$ cat config.mk
export PLATFORM = sky130hd
export DESIGN_NAME = acc_core_ctrl
export DESIGN_NICKNAME = d
export VERILOG_FILES = /design/src/rtl/acc_core_ctrl_pkg.sv /design/src/rtl/acc_core_ctrl_regfile.sv /design/src/rtl/acc_core_ctrl.sv
export SDC_FILE = /design/constraint.sdc
export NUM_CORES = 1
export LEC_CHECK = 0
export ABC_CLOCK_PERIOD_IN_PS = 2400
export BUFFER_PORTS_ARGS = -buffer_cell sky130_fd_sc_hd__buf_2
export CORE_ASPECT_RATIO = 0.7
export CORE_UTILIZATION = 50
export DETAILED_ROUTE_END_ITERATION = 7
export GPL_ROUTABILITY_DRIVEN = 0
export PLACE_DENSITY = 0.74
export SLEW_MARGIN = 40
export SYNTH_ARGS = -nofsm -noshare
export SYNTH_HDL_FRONTEND = slang
export SYNTH_SLANG_ARGS = --single-unit
$ cat constraint.sdc
create_clock -name clk_in -period 2.4 [get_ports clk_in]
set_input_delay 0.48 -clock clk_in [delete_from_list [all_inputs] [get_ports clk_in]]
set_output_delay 0.48 -clock clk_in [all_outputs]
set_load 0.02 [all_outputs]
$ cat src/rtl/acc_core_ctrl_pkg.sv
// acc_core_ctrl shared types: FSM states, alu unit codes,
// instruction layout and the execute-stage decode helper.
package acc_core_ctrl_pkg;

  localparam int NREGS    = 4;
  localparam int IDX_W    = 2;
  localparam int OP_BIT   = 4;
  localparam int MODE_BIT = 3;

  typedef enum logic [1:0] {
    FETCH,
    FETCH_IMM,
    EXEC,
    HALT
  } state_t;

  typedef enum logic [2:0] {
    U_ADD = 3'b000,
    U_AND = 3'b001,
    U_SHF = 3'b010,
    U_LD  = 3'b011,
    U_OR  = 3'b100,
    U_XOR = 3'b101,
    U_MUL = 3'b110,
    U_SPC = 3'b111
  } unit_t;

  typedef struct packed {
    unit_t            unit;
    logic             op;
    logic             mode;
    logic             rsv;
    logic [IDX_W-1:0] idx;
  } instr_t;

  typedef struct packed {
    logic wb;
    logic bnez;
    logic store;
    logic halt;
  } ctl_t;

  function automatic ctl_t decode(
    input instr_t i
  );
    ctl_t c;
    logic spc;
    c   = '0;
    spc = (i.unit == U_SPC);
    unique case (1'b1)
      !spc:                   c.wb    = 1'b1;
      spc && !i.op:           c.bnez  = 1'b1;
      spc && i.op && !i.mode: c.store = 1'b1;
      spc && i.op && i.mode:  c.halt  = 1'b1;
      default:                c       = '0;
    endcase
    return c;
  endfunction

endpackage

$ cat src/rtl/acc_core_ctrl_regfile.sv
// regfile_4x8: four 8-bit registers, one sync write port,
// one comb read port, synchronous active-low clear.
module regfile_4x8
  import acc_core_ctrl_pkg::*;
(
  input  logic             clk,
  input  logic             rst_n,
  input  logic             we,
  input  logic [IDX_W-1:0] wr_idx,
  input  logic [7:0]       wr_data,
  input  logic [IDX_W-1:0] rd_idx,
  output logic [7:0]       rd_data
);

  logic [7:0] regs [NREGS];

  always_ff @(posedge clk) begin
    if (!rst_n) begin
      for (int i = 0; i < NREGS; i++) begin
        regs[i] <= '0;
      end
    end else if (we) begin
      regs[wr_idx] <= wr_data;
    end
  end

  assign rd_data = regs[rd_idx];

endmodule

$ cat src/rtl/acc_core_ctrl.sv
// acc_core_ctrl: fetch/decode/execute controller feeding the alu.
// Owns pc, acc, instr/imm and the 4x8 register file.
//  clk_in/rst_n_in     : clock, sync active-low reset
//  imem_req/addr/ack/data : req/ack byte fetch port
//  unit_sel/op_sel/acc/src : alu controls and operands
//  alu_res_in          : comb alu result, written back in EXEC
//  retire_out/halted_out : execute pulse, halt status
module acc_core_ctrl
  import acc_core_ctrl_pkg::*;
#(
  parameter int PC_W = 8
)
(
  input  logic            clk_in,
  input  logic            rst_n_in,
  output logic            imem_req_out,
  output logic [PC_W-1:0] imem_addr_out,
  input  logic            imem_ack_in,
  input  logic [7:0]      imem_data_in,
  output logic [2:0]      unit_sel_out,
  output logic            op_sel_out,
  output logic [7:0]      acc_out,
  output logic [7:0]      src_out,
  input  logic [7:0]      alu_res_in,
  output logic            retire_out,
  output logic            halted_out
);

  state_t          state;
  logic [PC_W-1:0] pc;
  logic [7:0]      acc;
  logic [7:0]      imm;
  instr_t          instr;
  ctl_t            ctl;
  logic [7:0]      rf_rd;
  logic [7:0]      src;
  logic            rf_we;
  logic            fetch_hs;
  logic            in_exec;
  logic            unused_rsv;

  assign ctl        = decode(instr);
  assign in_exec    = (state == EXEC);
  assign rf_we      = in_exec && ctl.store;
  assign src        = instr.mode ? imm : rf_rd;
  assign unused_rsv = instr.rsv;

  // req is registered, so a handshake is only
  // accepted while the request is visible.
  assign fetch_hs = imem_req_out && imem_ack_in;

  assign imem_addr_out = pc;
  assign acc_out       = acc;
  assign src_out       = src;

  regfile_4x8 u_rf (
    .clk     (clk_in),
    .rst_n   (rst_n_in),
    .we      (rf_we),
    .wr_idx  (instr.idx),
    .wr_data (acc),
    .rd_idx  (instr.idx),
    .rd_data (rf_rd)
  );

  always_ff @(posedge clk_in) begin
    if (!rst_n_in) begin
      state        <= FETCH;
      pc           <= '0;
      acc          <= '0;
      imm          <= '0;
      instr        <= '0;
      imem_req_out <= 1'b0;
      unit_sel_out <= U_SPC;
      op_sel_out   <= 1'b0;
      retire_out   <= 1'b0;
      halted_out   <= 1'b0;
    end else begin
      retire_out <= 1'b0;
      unique case (state)
        FETCH: begin
          imem_req_out <= 1'b1;
          if (fetch_hs) begin
            instr <= instr_t'(imem_data_in);
            pc    <= pc + PC_W'(1);
            if (imem_data_in[MODE_BIT]) begin
              state <= FETCH_IMM;
            end else begin
              state        <= EXEC;
              imem_req_out <= 1'b0;
              unit_sel_out <= imem_data_in[7:5];
              op_sel_out   <= imem_data_in[OP_BIT];
              retire_out   <= 1'b1;
            end
          end
        end
        FETCH_IMM: begin
          if (fetch_hs) begin
            imm          <= imem_data_in;
            pc           <= pc + PC_W'(1);
            state        <= EXEC;
            imem_req_out <= 1'b0;
            unit_sel_out <= instr.unit;
            op_sel_out   <= instr.op;
            retire_out   <= 1'b1;
          end
        end
        EXEC: begin
          unit_sel_out <= U_SPC;
          op_sel_out   <= 1'b0;
          if (ctl.wb) begin
            acc <= alu_res_in;
          end
          // absolute branch target; pc already points past it
          if (ctl.bnez && (acc != '0)) begin
            pc <= PC_W'(src);
          end
          if (ctl.halt) begin
            state      <= HALT;
            halted_out <= 1'b1;
          end else begin
            state        <= FETCH;
            imem_req_out <= 1'b1;
          end
        end
        HALT: begin
          imem_req_out <= 1'b0;
          halted_out   <= 1'b1;
          unit_sel_out <= U_SPC;
          op_sel_out   <= 1'b0;
        end
        default: begin
          state <= FETCH;
        end
      endcase
    end
  end

endmodule

-- Word level (Yosys, flattened, before mapping)
Memory sizes are Yosys's and may differ from the RTL's. A register that Yosys moved wholly into a read port is not among the register bits.
Cells that the tools add are included.
- add/sub/neg operators: 1
- $mul: 0
- div/mod/pow operators: 0
- magnitude comparators: 0
- equality and inequality tests: 11
- shift operators: 0
- muxes and demuxes: 40
- bitwise operators: 1
- reduce and logical (&&, ||, !) cells: 25
- operator list (kind ; number):
    $mux 8 ; 4
    $mux 1 ; 19
    $pmux 8 s2 ; 1
    $mux 2 ; 7
    $ne 2x2->1 const B ; 5
    $reduce_and 2->1 ; 5
    $mux 3 ; 3
    $pmux 3 s3 ; 1
    $reduce_and 3->1 ; 3
    $add 8x1->8 const B ; 1
    $reduce_bool 8->1 ; 1
    $reduce_or 8->1 ; 1
    $logic_and 1x1->1 ; 7
    $pmux 2 s3 ; 1
    $eq 2x2->1 const B ; 2
    $ne 2x1->1 const B ; 2
    $pmux 1 s2 ; 2
    $pmux 1 s4 ; 1
    $reduce_bool 2->1 ; 2
    $reduce_or 2->1 ; 2
    $eq 3x3->1 const B ; 1
    $pmux 1 s3 ; 1
    $reduce_bool 3->1 ; 1
    $eq 2x1->1 const B ; 1
    3 further kinds ; 4
- flip-flop bits (word level): 40
- latch bits: 0
- memory bits (writable): 32
- memory bits (read-only): 0
- bits of input ports: 19
- output and inout port bits: 31
- logic and storage cells: 92
- memories: 1
- memory list (memory ; depth ; bits a word ; rd ports ; clocked after Yosys merged registers in ; wr ports ; line ; source):
    u_rf.regs ; 4 ; 8 ; 1 ; 1 ; 4 ; acc_core_ctrl_regfile.sv:15 ; logic [7:0] regs [NREGS];

-- Logic depth before layout (Yosys ltp)
Gate-level depths: netlist of the first run.
- depth after elaboration: 10
- depth in mapped cells: 7
- depth with buffers taken out: 6

-- Hierarchy
From an unflattened synthesis of the first run, not the netlist that was laid out.
- cells, all modules: 324
- area, all modules: 3434.5 um^2
- modules (own cells, without submodules) (module ; instances ; cells each ; area each (um^2) ; sequential area each (um^2)):
    acc_core_ctrl ; 1 ; 237 ; 1996.9 ; 800.8
    regfile_4x8 ; 1 ; 87 ; 1437.6 ; 960.9

-- Worst setup path after synthesis of the first run
No wires, ideal clock.
- kind: reg-to-reg
- from: reg state[0]
- to: mem u_rf.regs[0][0] (enable)
- data arrival time: 1.678 ns
- required time: 2.066 ns
- slack: 0.387 ns
- cell stages (with the launch flop): 7
- buffers on the path: 0
- clock period less this slack: 2.013 ns
- cell sequence: dfxtp_1 -> inv_1 -> ha_1 -> nand2_1 -> or3_4 -> nor4_4 -> nand2b_1
- RTL lines (item ; line ; source):
    start, declared ; acc_core_ctrl.sv:29 ; state_t state;
    start signal, assigned ; acc_core_ctrl.sv:68 ; state <= FETCH;
    start signal, assigned ; acc_core_ctrl.sv:87 ; state <= FETCH_IMM;
    start signal, assigned ; acc_core_ctrl.sv:89 ; state <= EXEC;
    end, declared ; acc_core_ctrl_regfile.sv:15 ;

==> results of run 1 <==
-- Yosys cell counts (all sizes together) (4+ instances only) --
cell type / instances
nand2: 38
a31oi: 5
mux2i: 9
nor3: 4
o311ai: 5
edfxtp: 32
nor2b: 4
inv: 6
a21oi: 26
ha: 6
mux4: 8
mux2: 8
o21ai: 12
dfxtp: 42
nand3: 16
clkbuf: 9
buf: 6
nand2b: 4
a2111oi: 4
nor2: 15
and2: 33
-- per-layer routing --
metal | share of wire (%) | global-route usage [%]
met5 | 0 | 0
met4 | 0.50 | 8.21
met3 | 8.8 | 5.95
met2 | 43 | 35.5
met1 | 47 | 36.4
-- placed cells by master (no fill, tap or decap), drive strengths merged, types with 4 or more instances in the layout --
master / Yosys / layout
and2: 33 / 33
a21oi: 26 / 26
nand2b: 4 / 4
buf: 6 / 60
edfxtp: 32 / 32
inv: 6 / 10
dfxtp: 42 / 42
clkbuf: 9 / 9
mux2: 8 / 8
a31oi: 5 / 5
nand3: 16 / 16
nor2b: 4 / 4
o21ai: 12 / 12
mux2i: 9 / 9
mux4: 8 / 8
nand2: 38 / 38
nor2: 15 / 15
a2111oi: 4 / 4
ha: 6 / 6
o311ai: 5 / 5
nor3: 4 / 4
-- cell families (layout without fill, tap and decap cells) --
family                     after synthesis  in the layout
and+or+nand+nor                        132            132
DFF                                     74             74
AOI/OAI and AO/OA                       65             65
muxes                                   25             25
buffers and inverters                   21             82
adders and majority gates                6              6
-- power groups by stage --
stage	combinational, mW	clock, mW	sequential (mW)
after global placement	0.598	0	1.51
after detailed placement	0.611	0	1.52
after CTS	0.614	0.915	1.49
final	0.615	0.900	1.49
after floorplan	0.396	0	1.53
after global routing	0.674	0.958	1.50
-- repair_timing --
item | CTS | global route
resized for setup | 0 | 1
hold buffers | 0 | 0
setup endpoints to repair | 0 | 4
endpoints found under the hold margin | 0 | 0
-- flip-flops by register name (all words and copies together), names as in the netlist, 2 cells and up, named ones only --
signal         cells
imm                8
instr              7
unit_sel_out       3
imem_addr_out      8
acc_out            8
u_rf.regs         32
state              2
-- worst min path at each step --
stage | startpoint | to | slack [ns]
final | alu_res_in[6] | acc_out[6] | 0.37
after global routing | alu_res_in[1] | acc_out[1] | 0.37
after CTS | alu_res_in[1] | acc_out[1] | 0.36
after detailed placement | imm[6] | imm[6] | 0.45
after global placement | imm[0] | imm[0] | 0.44
after floorplan | imm[0] | imm[0] | 0.43
-- through the flow --
| step | worst slack [ns] | std cells |
|---|---|---|
| after floorplan | 0.387 | 323 |
| after global placement | 0.410 | 462 |
| after detailed placement | 0.350 | 462 |
| after CTS | 0.0406 | 478 |
| after global routing | 0.0138 | 478 |
| final | 0.0838 | 478 |
-- cell type report --
class	instances	area (µm²)	share of cell area (%)
sequential	74	1800	44.7
multi-input combinational	228	1580	39.1
timing repair buffer	60	332	8.22
clock buffer	9	124	3.07
tap	94	118	2.92
clock inverter	7	58.8	1.46
inverter	6	22.5	0.558
-- worst register-to-register path: stages, from the launching register on --
cell and delay (ns):
dfxtp_1 0.41, inv_1 0.12, ha_1 0.22, buf_4 0.19
a21oi_1 0.20, o211ai_1 0.19, or4_1 0.51, a31oi_1 0.16
==> metrics.txt, run 1 <==
status=completed; synthesis-stage register bit count=74; CTS clk-pin slew, worst paths=0.09 ns; final wirelength=8320 µm; fraction of layout cells with a size suffix above 1=26.3%; # DRC=0; gr usage total=24.7%; compound-gate portion of the synthesized area=12.0%; Crit path required time=1.92 ns; flop-to-flop setup slack=0.33 ns; FF-to-FF End=imem_addr_out[0]; Crit-path slowest cell=mux4_2; Final setup viols=0; CTS tree=done; Die Area=7300 µm²; CTS buffer count=9; setup TNS=0 ns; CP Capture Point=src_out[0]; Final Critical Period=2.32 ns; Post-Synth Simple-Gate Area=20.8%; Starting Density=51.8%; main combinational cell family by area after synthesis=simple AND/OR/NAND/NOR gates; Flop pwr share=49.6%; max-cap viol count=0; Int Pwr=2.02 mW; leakage power=1.58 nW; sw power=982 µW; Worst path depth=4; DRT Pass-1 Iters=5; P per Cell Area=745 nW/µm²; Area Overhead vs Synth=15.9%; wire length per cell=17.4 µm; vias in the first global route=2522; FP Rows=25; Vert. Die Dim=71.8 µm; Synth Cell Area=3480 µm²; R2R Path Start=state[0]; WHS Path Cells=3; Placed Area=3850 µm²; final instance area=4030 µm²; Post-Synth Adder-Cell Area=2.16%; post-synthesis sequential area ratio=51.8%; Core Util, Final=60.0%; CTS root buffer=clkbuf_8; post-route ant nets=0; ys async rst share=0%; post-synthesis mux area share=10.4%; Switching Share=32.7%; worst path cell trace=buf_6 -> mux4_2 -> mux2_2 -> buf_2; Yosys cell types=52; Crit path max-delay family=multiplexers; peak supply drop=0.499 mV; post-DP HPWL=6060 µm; GRT Residual Overflow=0; initial DRC count=233; Post-Syn Nets=348; Fillers=575; I/O pins=50; CP bufs+invs=2; Arr. time, crit path=1.84 ns; crit-path max FO=8; Synthesis Warnings=0; post-synthesis xor/xnor area fraction=0%; clock power share=30.0%; logic gate share of total power=20.5%; CTS Sinks=74; Antenna diodes=0; fin nets=404; CTS H-tree depth=3; Placeable Area=6730 µm²; Vias/cell=5.78; pins over their slew limit=0; setup bufs post-CTS=0; final hold viol count=0; biggest area consumer among synthesized cells=edfxtp_1; top cells by area, synth=edfxtp_1 (28%), dfxtp_1 (24%), and2_1 (5.9%); largest net degree at the start of global routing=35; initial antenna violation count=0; RSZ-0062 raised after global routing=false; Buffers on Ports=49; period utilization=96.5%; Max Clk Rate=432 MHz; Worst setup EP type=primary output; worst stage delay on the critical path=0.53 ns; Avg Cell Area, Syn=10.8 µm²; main flop type after synthesis=dfxtp_1; total power=3.00 mW; R2R depth=7; first-pass GRT wire length=13100 µm; Die X=102 µm; Post-Syn Instances=323; EDFF count, synth=32; Longest Clk Path Bufs=2; post-synth top area share=27.6%; Post-Route Skew=0.0111 ns; kind of critical path=reg2out; WHS=0.367 ns; Worst-Skew Late Latency=0.35 ns; Setup crit start kind=flip-flop; worst slew pin tran=0.606 ns; slew margin rel.=59.6%; Vias=2764; Min-Delay Path Class=in2reg
Power figures use the tool's default switching activity.
==> run 2: changes to the inputs <==
--- a/config.mk
+++ b/config.mk
@@ -5,6 +5,7 @@
 export SDC_FILE = /design/constraint.sdc
 export NUM_CORES = 1
 export LEC_CHECK = 0
+export ABC_AREA = 1
 export ABC_CLOCK_PERIOD_IN_PS = 2400
 export BUFFER_PORTS_ARGS = -buffer_cell sky130_fd_sc_hd__buf_2
 export CORE_ASPECT_RATIO = 0.7
@@ -12,6 +13,7 @@
 export DETAILED_ROUTE_END_ITERATION = 7
 export GPL_ROUTABILITY_DRIVEN = 0
 export PLACE_DENSITY = 0.74
+export SETUP_SLACK_MARGIN = 0.2
 export SLEW_MARGIN = 40
 export SYNTH_ARGS = -nofsm -noshare
 export SYNTH_HDL_FRONTEND = slang
==> run 2 against run 1 <==
Compared with the run above:
- final cell count increased by 25%
- first-iteration DRC count down 14%
- total power increased by 14%
- core utilization down 0.73 points
- via count rose by 13%
- count of clock-buffer cells in the layout increased by 3
- clock skew fell by 0.0015 ns
- synthesized cell count is 39% higher
- setup slack better by 0.27 ns
- non-clock buffer count down 4
- register-to-register slack improved by 0.06 ns
- critical endpoint unchanged
- largest cell class unchanged
- largest power group unchanged
==> metrics.txt, run 2 <==
max-cap viol count=0; vias in the first global route=2906; slew margin rel.=66.7%; CTS Sinks=74; kind of critical path=reg2out; CTS clk-pin slew, worst paths=0.07 ns; biggest area consumer among synthesized cells=edfxtp_1; period utilization=85.1%; commonest non-fill, non-tap cell in the layout=nand2_1; WHS Path Cells=3; R2R Path Start=state[0]; R2R depth=8; Placeable Area=6820 µm²; Yosys cell types=31; wire length per cell=14.2 µm; post-route ant nets=0; # DRC=0; Synthesis Warnings=0; leakage power=1.75 nW; Antenna diodes=0; final wirelength=8480 µm; count leader, synth=nand2_1; final instance area=4040 µm²; Synth Cell Area=3550 µm²; Longest Clk Path Bufs=2; Final Critical Period=2.04 ns; Avg Cell Area, Syn=7.91 µm²; crit-path max FO=16; RSZ-0062 raised after global routing=false; P per Cell Area=847 nW/µm²; Largest register FFs=32; Post-Route Skew=0.00959 ns; Inst Count DP=582; pins over their slew limit=0; setup TNS=0 ns; Worst setup EP type=primary output; WHS Endpoint=acc_out[1]; flop-to-flop setup slack=0.39 ns; hold_sp=alu_res_in[1]; CTS buffer count=9; Area Overhead vs Synth=13.8%; Final setup viols=0; setup bufs post-CTS=0; Min-Delay Path Class=in2reg; largest net degree at the start of global routing=21; peak supply drop=0.438 mV; top cells by area, synth=edfxtp_1 (27%), dfxtp_1 (24%), nand2_1 (11%); final hold viol count=0; Die Area=7450 µm²; initial antenna violation count=0; most frequent cells in the layout=nand2_1 (99), nor2_1 (74), buf_2 (49), inv_1 (44), o21ai_0 (41); Top reg by flops=u_rf.regs; ys async rst share=0%; Starting Density=52.1%; Crit path required time=1.92 ns; worst slew pin tran=0.499 ns; Worst-Skew Late Latency=0.35 ns; Arr. time, crit path=1.56 ns; I/O pins=50; Vias/cell=5.24; post-DP HPWL=6360 µm; CTS tree=done; Placed Area=3880 µm²; fraction of layout cells with a size suffix above 1=17.5%; Vias=3135; Max Clk Rate=490 MHz; WHS=0.405 ns; first-pass GRT wire length=13700 µm; Die X=103 µm; Buffers on Ports=49; post-route insts no fill=598; synthesis-stage register bit count=74; FF-to-FF End=u_rf.regs[2][7]; Setup crit start kind=flip-flop; CTS H-tree depth=3; CTS root buffer=clkbuf_8; Post-synth top cells=nand2_1 (100), nor2_1 (74), inv_1 (44); Post-Syn Instances=449; DRT Pass-1 Iters=5; fin nets=524; post-synth top area share=27.1%; Post-Syn Nets=474; post-synthesis sequential area ratio=50.8%; Vert. Die Dim=72.5 µm; FP Rows=25; main flop type after synthesis=dfxtp_1; status=completed; gr usage total=25.1%; EDFF count, synth=32; hold buffers post-CTS=0; initial DRC count=201; GRT Residual Overflow=0
run 2: cell types whose count changed after synthesis, sizes merged, moves of 11 or more:
| cell | previous run | this run |
|---|---|---|
| and2 | 33 | 3 |
| inv | 6 | 47 |
| nand2 | 38 | 104 |
| nand3 | 16 | 27 |
| nor2 | 15 | 77 |
| o21ai | 12 | 43 |
run 2: repair_timing:
| action | in CTS | in global routing |
|---|---|---|
| pin swaps | 0 | 1 |
| endpoints found under the setup margin | 2 | 26 |
| hold endpoints to repair | 0 | 0 |
| gates resized for setup | 1 | 3 |
run 2: cell type report:
cell class / count / area (µm²)
Clock inverter: 4 / 18.8
Timing Repair Buffer: 56 / 298
Clock buffer: 12 / 135
Multi-Input combinational cell: 310 / 1480
Sequential cell: 74 / 1810
Fill cell: 666 / 2780
Inverter: 48 / 184
Tap cell: 94 / 118
run 2: logic make-up (layout without fill, tap and decap cells):
kind of cell,Yosys count,after routing,share of synthesized area (%)
AND/OR/NAND/NOR,224,224,27.7
AO/OA/AOI/OAI,80,80,11.8
flip-flops,74,74,50.8
buffers and inverters,65,120,7.65
adder cells (fa/ha/maj),6,6,2.11
run 2: worst max path at each step:
stage / endpoint / depth (start not counted) / startpoint
floorplan: u_rf.regs[2][0] / 7 / state[0]
global placement: u_rf.regs[2][7] / 8 / state[0]
detailed placement: u_rf.regs[2][5] / 8 / state[0]
CTS: src_out[4] / 7 / flip-flop
global route: src_out[3] / 8 / flip-flop
finish: src_out[0] / 8 / flip-flop
run 2: worst max-delay path: stages, from the launching register on:
cell     delay, ns
dfxtp_4       0.38
inv_2         0.22
nand2_1       0.09
nand2_1       0.07
nand2_1       0.04
o21ai_1       0.08
nand2_1       0.09
nand2_1       0.08
buf_2         0.15
run 2: power by group:
| part | internal, mW | switching [mW] | total, mW |
|---|---|---|---|
| Combinational | 0.340 | 0.711 | 1.05 |
| Sequential | 1.45 | 0.109 | 1.56 |
| Clock | 0.368 | 0.444 | 0.812 |
run 2: per-layer routing:
metal / track usage [%] / vias to the layer above / share of wire [%]
li1: - / 1563 / -
met1: 37.1 / 1443 / 50
met2: 36.1 / 116 / 42
met3: 6.45 / 13 / 7.3
met4: 7.46 / 0 / 1.3
met5: 0 / - / 0
run 2: metrics by stage:
step / utilization, % / total power, mW / setup slack [ns]
6_report: 59.2 / 3.42 / 0.358
5_1_grt: 59.2 / 3.64 / 0.209
4_1_cts: 59.1 / 3.44 / 0.301
3_5_place_dp: 56.9 / 2.63 / 0.351
3_3_place_gp: 56.9 / 2.60 / 0.434
2_1_floorplan: - / 2.33 / 0.228
